[src/rtl/scramble_solve_if.sv]
// Board-side bus of the scramble/solve controller: mode and button inputs,
// the random-source handshake, move output and game status.
interface scramble_solve_if #(
  parameter int unsigned RAND_W = 5,
  parameter int unsigned MD_W   = 5
);
  logic              mix_state;
  logic              scramble_btn;
  logic              rand_ack;
  logic [RAND_W-1:0] rand_val;
  logic              solved;
  logic              rand_req;
  logic              move_valid;
  logic [RAND_W-1:0] move_idx;
  logic [MD_W-1:0]   moves_done;
  logic              no_buzz;
  logic              busy;
  logic              won;
  logic              timeout;

  modport ctrl (
    input  mix_state, scramble_btn, rand_ack, rand_val, solved,
    output rand_req, move_valid, move_idx, moves_done, no_buzz, busy, won, timeout
  );

  modport host (
    output mix_state, scramble_btn, rand_ack, rand_val, solved,
    input  rand_req, move_valid, move_idx, moves_done, no_buzz, busy, won, timeout
  );
endinterface

[src/rtl/scramble_solve_ctrl.sv]
// Game-flow controller: issues MOVE_COUNT handshaked random moves, then
// supervises the solve phase with buzzer enable, timeout and win flag.
module scramble_solve_ctrl #(
  parameter int unsigned MOVE_COUNT     = 31,
  parameter int unsigned RAND_W         = 5,
  parameter int unsigned TIMEOUT_CYCLES = 1000
) (
  input logic            clk,
  input logic            rst_n,
  scramble_solve_if.ctrl bus
);
  localparam int unsigned MD_W = $clog2(MOVE_COUNT + 1);
  localparam int unsigned TW   = $clog2(TIMEOUT_CYCLES);

  typedef enum logic [2:0] {IDLE, REQ, APPLY, SOLVE, DONE} state_t;

  state_t            state, state_n;
  logic              btn_q;
  logic              rise;
  logic [TW-1:0]     timer, timer_n;
  logic [MD_W-1:0]   moves_q, moves_n;
  logic [RAND_W-1:0] idx_q, idx_n;
  logic              timeout_n;
  logic              rand_req_q, move_valid_q, no_buzz_q, busy_q, won_q, timeout_q;

  // btn_q resets high so a button held through reset release is not an edge
  assign rise = bus.scramble_btn & ~btn_q;

  // Next state and datapath; mix_state low aborts from anywhere
  always_comb begin
    state_n   = state;
    timer_n   = timer;
    moves_n   = moves_q;
    idx_n     = idx_q;
    timeout_n = 1'b0;
    if (!bus.mix_state) begin
      state_n = IDLE;
    end else begin
      case (state)
        IDLE: begin
          if (rise) begin
            state_n = REQ;
            moves_n = '0;
          end
        end
        REQ: begin
          if (bus.rand_ack) begin
            idx_n   = bus.rand_val;
            state_n = APPLY;
          end
        end
        APPLY: begin
          if (moves_q != MD_W'(MOVE_COUNT)) moves_n = moves_q + MD_W'(1);
          if (moves_q == MD_W'(MOVE_COUNT - 1)) begin
            state_n = SOLVE;
            timer_n = '0;
          end else begin
            state_n = REQ;
          end
        end
        SOLVE: begin
          if (bus.solved) begin
            state_n = DONE;
          end else if (timer == TW'(TIMEOUT_CYCLES - 1)) begin
            state_n   = IDLE;
            timeout_n = 1'b1;
          end else if (rise) begin
            state_n = REQ;
            moves_n = '0;
            timer_n = '0;
          end else begin
            timer_n = timer + TW'(1);
          end
        end
        DONE: begin
          if (rise) begin
            state_n = REQ;
            moves_n = '0;
          end
        end
        default: state_n = IDLE;
      endcase
    end
  end

  // State, datapath and outputs registered from the next-state decode
  always_ff @(posedge clk or negedge rst_n) begin
    if (!rst_n) begin
      state        <= IDLE;
      btn_q        <= 1'b1;
      timer        <= '0;
      moves_q      <= '0;
      idx_q        <= '0;
      rand_req_q   <= 1'b0;
      move_valid_q <= 1'b0;
      no_buzz_q    <= 1'b1;
      busy_q       <= 1'b0;
      won_q        <= 1'b0;
      timeout_q    <= 1'b0;
    end else begin
      state        <= state_n;
      btn_q        <= bus.scramble_btn;
      timer        <= timer_n;
      moves_q      <= moves_n;
      idx_q        <= idx_n;
      rand_req_q   <= (state_n == REQ);
      move_valid_q <= (state_n == APPLY);
      no_buzz_q    <= (state_n != SOLVE);
      busy_q       <= (state_n == REQ) || (state_n == APPLY);
      won_q        <= (state_n == DONE);
      timeout_q    <= timeout_n;
    end
  end

  assign bus.rand_req   = rand_req_q;
  assign bus.move_valid = move_valid_q;
  assign bus.move_idx   = idx_q;
  assign bus.moves_done = moves_q;
  assign bus.no_buzz    = no_buzz_q;
  assign bus.busy       = busy_q;
  assign bus.won        = won_q;
  assign bus.timeout    = timeout_q;
endmodule

[src/flat_wrapper.sv]
// flat-port wrapper written by rule: the top's interface ports become plain ports
module scramble_solve_ctrl_flat 
#(
  parameter int unsigned MOVE_COUNT     = 31,
  parameter int unsigned RAND_W         = 5,
  parameter int unsigned TIMEOUT_CYCLES = 1000
)
  (clk, rst_n, bus_mix_state, bus_scramble_btn, bus_rand_ack, bus_rand_val, bus_solved, bus_rand_req, bus_move_valid, bus_move_idx, bus_moves_done, bus_no_buzz, bus_busy, bus_won, bus_timeout);
  scramble_solve_if #(.RAND_W(RAND_W)) bus_i ();
  input logic clk;
  input logic rst_n;
  input wire logic [$bits(bus_i.mix_state)-1:0] bus_mix_state;
  input wire logic [$bits(bus_i.scramble_btn)-1:0] bus_scramble_btn;
  input wire logic [$bits(bus_i.rand_ack)-1:0] bus_rand_ack;
  input wire logic [$bits(bus_i.rand_val)-1:0] bus_rand_val;
  input wire logic [$bits(bus_i.solved)-1:0] bus_solved;
  output wire logic [$bits(bus_i.rand_req)-1:0] bus_rand_req;
  output wire logic [$bits(bus_i.move_valid)-1:0] bus_move_valid;
  output wire logic [$bits(bus_i.move_idx)-1:0] bus_move_idx;
  output wire logic [$bits(bus_i.moves_done)-1:0] bus_moves_done;
  output wire logic [$bits(bus_i.no_buzz)-1:0] bus_no_buzz;
  output wire logic [$bits(bus_i.busy)-1:0] bus_busy;
  output wire logic [$bits(bus_i.won)-1:0] bus_won;
  output wire logic [$bits(bus_i.timeout)-1:0] bus_timeout;
  assign bus_i.mix_state = bus_mix_state;
  assign bus_i.scramble_btn = bus_scramble_btn;
  assign bus_i.rand_ack = bus_rand_ack;
  assign bus_i.rand_val = bus_rand_val;
  assign bus_i.solved = bus_solved;
  assign bus_rand_req = bus_i.rand_req;
  assign bus_move_valid = bus_i.move_valid;
  assign bus_move_idx = bus_i.move_idx;
  assign bus_moves_done = bus_i.moves_done;
  assign bus_no_buzz = bus_i.no_buzz;
  assign bus_busy = bus_i.busy;
  assign bus_won = bus_i.won;
  assign bus_timeout = bus_i.timeout;
  scramble_solve_ctrl #(.MOVE_COUNT(MOVE_COUNT), .RAND_W(RAND_W), .TIMEOUT_CYCLES(TIMEOUT_CYCLES)) u_core (.clk(clk), .rst_n(rst_n), .bus(bus_i));
endmodule
[config.mk]
export PLATFORM = sky130hd
export DESIGN_NAME = scramble_solve_ctrl_flat
export DESIGN_NICKNAME = d
export VERILOG_FILES = /design/src/rtl/scramble_solve_if.sv /design/src/rtl/scramble_solve_ctrl.sv /design/src/flat_wrapper.sv
export SDC_FILE = /design/constraint.sdc
export NUM_CORES = 1
export LEC_CHECK = 0
export BUFFER_PORTS_ARGS = -buffer_cell sky130_fd_sc_hd__buf_2
export CELL_PAD_IN_SITES_DETAIL_PLACEMENT = 1
export CELL_PAD_IN_SITES_GLOBAL_PLACEMENT = 2
export CORE_MARGIN = 4
export CORE_UTILIZATION = 32
export DETAILED_ROUTE_END_ITERATION = 8
export GPL_ROUTABILITY_DRIVEN = 0
export PLACE_DENSITY_LB_ADDON = 0.3
export SYNTH_ARGS = -nofsm -noshare
export SYNTH_HDL_FRONTEND = slang
export SYNTH_SLANG_ARGS = --single-unit
[constraint.sdc]
create_clock -name clk -period 1.8 [get_ports clk]
set_input_delay 0 -clock clk [delete_from_list [all_inputs] [get_ports clk]]
set_output_delay 0 -clock clk [all_outputs]
set_load 0.05 [all_outputs]
# == Word-level counts from Yosys, hierarchy flattened ==
# Cells that the tools add are included.
# classes
add_sub_neg,2
mul,0
div,0
magnitude_cmp,0
eq_ne,15
shift,0
n_mux,21
n_bitwise,2
reduce_logical,8
# ops
cell,n
10-bit 2-to-1 mux,4
5-bit 2-to-1 mux,4
10-bit one-hot mux with 2 select lines,1
3-bit 2-to-1 mux,5
5-bit one-hot mux with 3 select lines,1
3-bit one-hot mux with 4 select lines,1
10-bit by 1-bit adder with 10-bit output (second input constant),1
10-bit equality test (second input constant),1
5-bit AND reduction,2
3-bit by 2-bit equality test with 1-bit output (second input constant),3
3-bit by 1-bit equality test with 1-bit output (second input constant),2
3-bit equality test (second input constant),2
5-bit by 1-bit adder with 5-bit output (second input constant),1
5-bit equality test (second input constant),1
5-bit inequality test (second input constant),1
1-bit 2-to-1 mux,4
2-bit by 1-bit inequality test with 1-bit output (second input constant),2
2-bit inequality test (second input constant),2
3-bit zero test,1
3-bit by 2-bit inequality test with 1-bit output (second input constant),1
3-bit AND reduction,1
3-bit nonzero test,1
2-bit 2-to-1 mux,1
2-bit nonzero test,1
other kinds (4),4
# totals
ff_bits,30
latch_bits,0
ram_bits,0
mem_bits_ro,0
input_bits,11
output_inout_bits,16
word_cells,59
n_memories,0

# == Longest topological paths before layout ==
# logic_depth
depth_word,9
mapped_depth,7
ltp_nobuf,7

# == Least setup slack after synthesis ==
# Ideal clock, no wire load.
# synth_path
path_type,reg2reg
start,"register u_core.moves_q[0], in the netlist u_core.bus.moves_done[0]"
end,"register u_core.moves_q[2], in the netlist u_core.bus.moves_done[2]"
setup_time_ps,156
arrival_ps,1953
required_time_ps,1644
setup_slack_ps,-309
stages_incl_launch_ff,8
n_path_buf,0
period_less_slack_ps,2109
cell_sequence,dfrtp_1 -> ha_1 -> and3_1 -> ha_1 -> or2_2 -> a21oi_1 -> o221a_2 -> a31oi_1
# synth_via
elab_chain_cells,3
elab_cells_between_ends,6
classes_between,add/sub: 1; eq/ne: 2; mux: 2; reduce/logical: 1
# synth_rtl
element,line_no,text
"start, declared",scramble_solve_ctrl.sv:21,"logic [MD_W-1:0] moves_q, moves_n;"
"start signal, assigned",scramble_solve_ctrl.sv:104,moves_q <= moves_n;
5-bit by 1-bit adder with 5-bit output or 5-bit inequality test (tied branches),scramble_solve_ctrl.sv:53,if (moves_q != MD_W'(MOVE_COUNT)) moves_n = moves_q + MD_W'(1);
5-bit 2-to-1 mux or 2-bit by 1-bit inequality test with 1-bit output (tied branches),-,
5-bit one-hot mux with 3 select lines or 5-bit AND reduction (tied branches),-,
# Several ways; a longest one is shown, not always the timed one. The select of a mux whose other input is x is not followed.
# A chain may end at the register's enable or synchronous reset.

# == Worst setup path after layout ==
# layout_path
start,"register u_core.moves_q[0], in the netlist u_core.bus.moves_done[0]"
end,"register u_core.moves_q[1], in the netlist u_core.bus.moves_done[1]"
# Same word-level chain as after synthesis.

==> qor.txt <==
DR pass1 iterations - 4
top area cells in the synthesized netlist - dfrtp_1 43%, mux2_2 4.2%, o22a_1 3.8%, dfstp_2 3.2%, ha_1 3.1%
ys flop type - dfrtp_1
die area - 0.006257 mm²
CP required - 1.95 ns
Synth Warn # - 0
CP max stage cell - dfrtp_2
crit start category - register
Setup TNS Final - 0 ns
clk sink count - 30
Slew @ Worst Pin - 0.6823 ns
drt initial violations - 44
largest net degree at the start of global routing - 31
Routed WL - 4370 µm
CP max FO - 5
Seq cells post-synth - 30
Slew Viols, Final - 0
Leakage - 0.9416 nW
vias in the first global route - 1603
Finished Cell Area - 0.002172 mm²
CTS tree - done
Worst path most repeated cell - ha_4
reg2reg path depth - 7
Critical Path AT - 1.93 ns
DP Wirelength - 3229 µm
Post-Synthesis Cells - 154
most common cell in the netlist - dfrtp_1
first-pass GRT wire length - 7741 µm
clock buffer count from CTS - 5
mapped cell area - 0.001618 mm²
Clk Latency, worst-skew pair - 0.28 ns
Hold WS - 0.07803 ns
Die Height - 79.10 µm
CTS clk-pin slew, worst paths - 0.06 ns
share of cells above drive strength 1 - 37.75%
number of vias per cell - 5.292
Max H-tree Level - 2
Unique masters post-synth - 52
# DRC - 0
Slew HR - 54.51%
worst hold path cell count - 2
Syn-to-layout area delta - 34.26%
kind of critical path - register to register
CP endpoint kind - register
R2R Setup Slk - 0.02 ns
Final nets - 218
RSZ-0062 raised after global routing - true
n_diodes - 0
delay-heaviest family, CP - compound AO/OA/AOI/OAI gates
Largest stage delay, worst path - 0.43 ns
share of flip-flops with an asynchronous set or reset - 100.0%
Routed Antenna Nets - 0
dpl cell area - 0.001916 mm²
Final Hold Viols - 0
clock root cell - clkbuf_8
Syn Area/Cell - 10.51 µm²
hold crit path type - input port to register
hold_sp - bus_mix_state
number of synthesized flops with an enable pin - 0
worst path cell trace - ha_4, and3_4, ha_4, or2_4, a21oi_4, o221a_4, o32ai_1
Clock Path Buffers - 2
Total GRT Usage - 15.63%
drt wl/cell - 16.13 µm
RR Startpoint - u_core.bus.moves_done[0]
Post-synth top cells - 28 x dfrtp_1, 12 x nand2_1, 9 x nor2_1, 8 x nor3_1, 8 x o21ai_0
# port buffers - 26
GRT overflow - 0
FP Rows - 25
end of the worst hold path - u_core.bus.timeout
Buf+Inv Stages, Crit Path - 0
register area share after synthesis - 46.56%
crit path from - u_core.bus.moves_done[0]
status - finished clean
Layout Skew - 0.008463 ns
syn_nets - 169
Top Ports - 27
Peak supply drop - 507.0 µV
die width - 79.10 µm
dominant cell type by area after synthesis - dfrtp_1
via count - 1434
PD cells - 902.7 mW/mm²
Initial Utilization - 33.58%
post-synth top area share - 43.31%
Fmax - 0.5633 GHz
initial antenna violation count - 0
Reg-to-Reg End - u_core.bus.moves_done[1]
post-route minimum period - 1.775 ns
# Max-Cap Violations - 0
final period utilization - 98.63%
Core ar. - 0.004817 mm²
final setup fails - 0
-- area by class of cell --
class	instances	area (µm²)
clock buffers	7	86.33
clock inverters	1	30.03
fillers	565	2645
inverters	6	22.52
multi-input cells	113	888.4
flip-flops and latches	30	755.7
well taps	67	83.83
repair buffers	47	305.3
-- where the power goes --
group / switching (mW) / total [mW] / internal [mW]
sequential: 0.0490 / 0.787 / 0.738
combinational: 0.328 / 0.472 / 0.144
clock: 0.251 / 0.702 / 0.451
total: 0.628 / 1.96 / 1.33
-- state kept, by name, summed over array words and instances, names as in the netlist --
name                   cells
u_core.timer              10
u_core.bus.move_idx        5
u_core.bus.no_buzz         1
u_core.bus.won             1
u_core.bus.rand_req        1
u_core.bus.busy            1
u_core.bus.moves_done      5
u_core.bus.timeout         1
u_core.bus.move_valid      1
u_core.state               3
u_core.btn_q               1
-- what timing repair did --
item,CTS,global route
gates resized for setup,0,9
hold buffers,7,0
buffers inserted,2,1
setup endpoints to repair,4,12
endpoints found under the hold margin,34,0
pin swaps,0,2
gates cloned,0,0
-- through the flow --
| step | std cells | util, % | setup slack [ns] | total power, mW |
|---|---|---|---|---|
| floorplan | 154 | - | -0.04477 | 1.101 |
| global placement | 253 | 39.77 | 0.05535 | 1.220 |
| detailed placement | 253 | 39.77 | -0.04316 | 1.232 |
| CTS | 270 | 43.95 | 0.001533 | 1.980 |
| global route | 271 | 45.09 | -0.04598 | 2.063 |
| finish | 271 | 45.09 | 0.02459 | 1.961 |
-- how the worst max path moves through the flow --
stage                               endpoint  depth (start not counted)  slack [ns]
floorplan           u_core.bus.moves_done[2]                          7       -0.04
global placement    u_core.bus.moves_done[2]                          7        0.06
detailed placement  u_core.bus.moves_done[1]                          7       -0.04
CTS                 u_core.bus.moves_done[1]                          7       0.002
global route        u_core.bus.moves_done[2]                          7       -0.05
finish              u_core.bus.moves_done[1]                          7        0.02
-- worst register-to-register path: stages, from the launching register on --
cell     delay [ns]
dfrtp_2        0.43
ha_4           0.17
and3_4         0.18
ha_4           0.14
or2_4          0.25
a21oi_4        0.14
o221a_4        0.24
o32ai_1        0.10
-- layout by cell type, fill, tap and decap left out, types with 3 or more instances in the layout --
cell type      instances
buf_4                 14
inv_1                  6
mux2_2                 6
nor2_1                 8
o22a_1                 7
nand2_1               12
buf_2                 26
o21ai_0                7
clkbuf_8               6
nand3_1                5
nor4_2                 3
dfrtp_1               26
and3_1                 3
nor3_1                 8
a21oi_1                3
dlygate4sd3_1          7
-- kinds of logic (layout without fill, tap and decap cells) --
family / count (synthesis) / count (layout) / synth area share, %
adder cells (fa/ha/maj): 4 / 4 / 3.094
AO/OA/AOI/OAI: 38 / 38 / 18.25
AND/OR/NAND/NOR: 64 / 64 / 23.51
flip-flops: 30 / 30 / 46.56
buffers and inverters: 11 / 61 / 3.712
multiplexers: 7 / 7 / 4.872
-- layer usage --
metal  GRT usage (%)  part of all wire, %  vias up
li1                -                    -      677
met1           19.74                   45      723
met2           26.18                   50       25
met3           3.628                  3.2        9
met4           5.326                  1.6        0
met5               0                    0        -
Power figures use the tool's default switching activity.
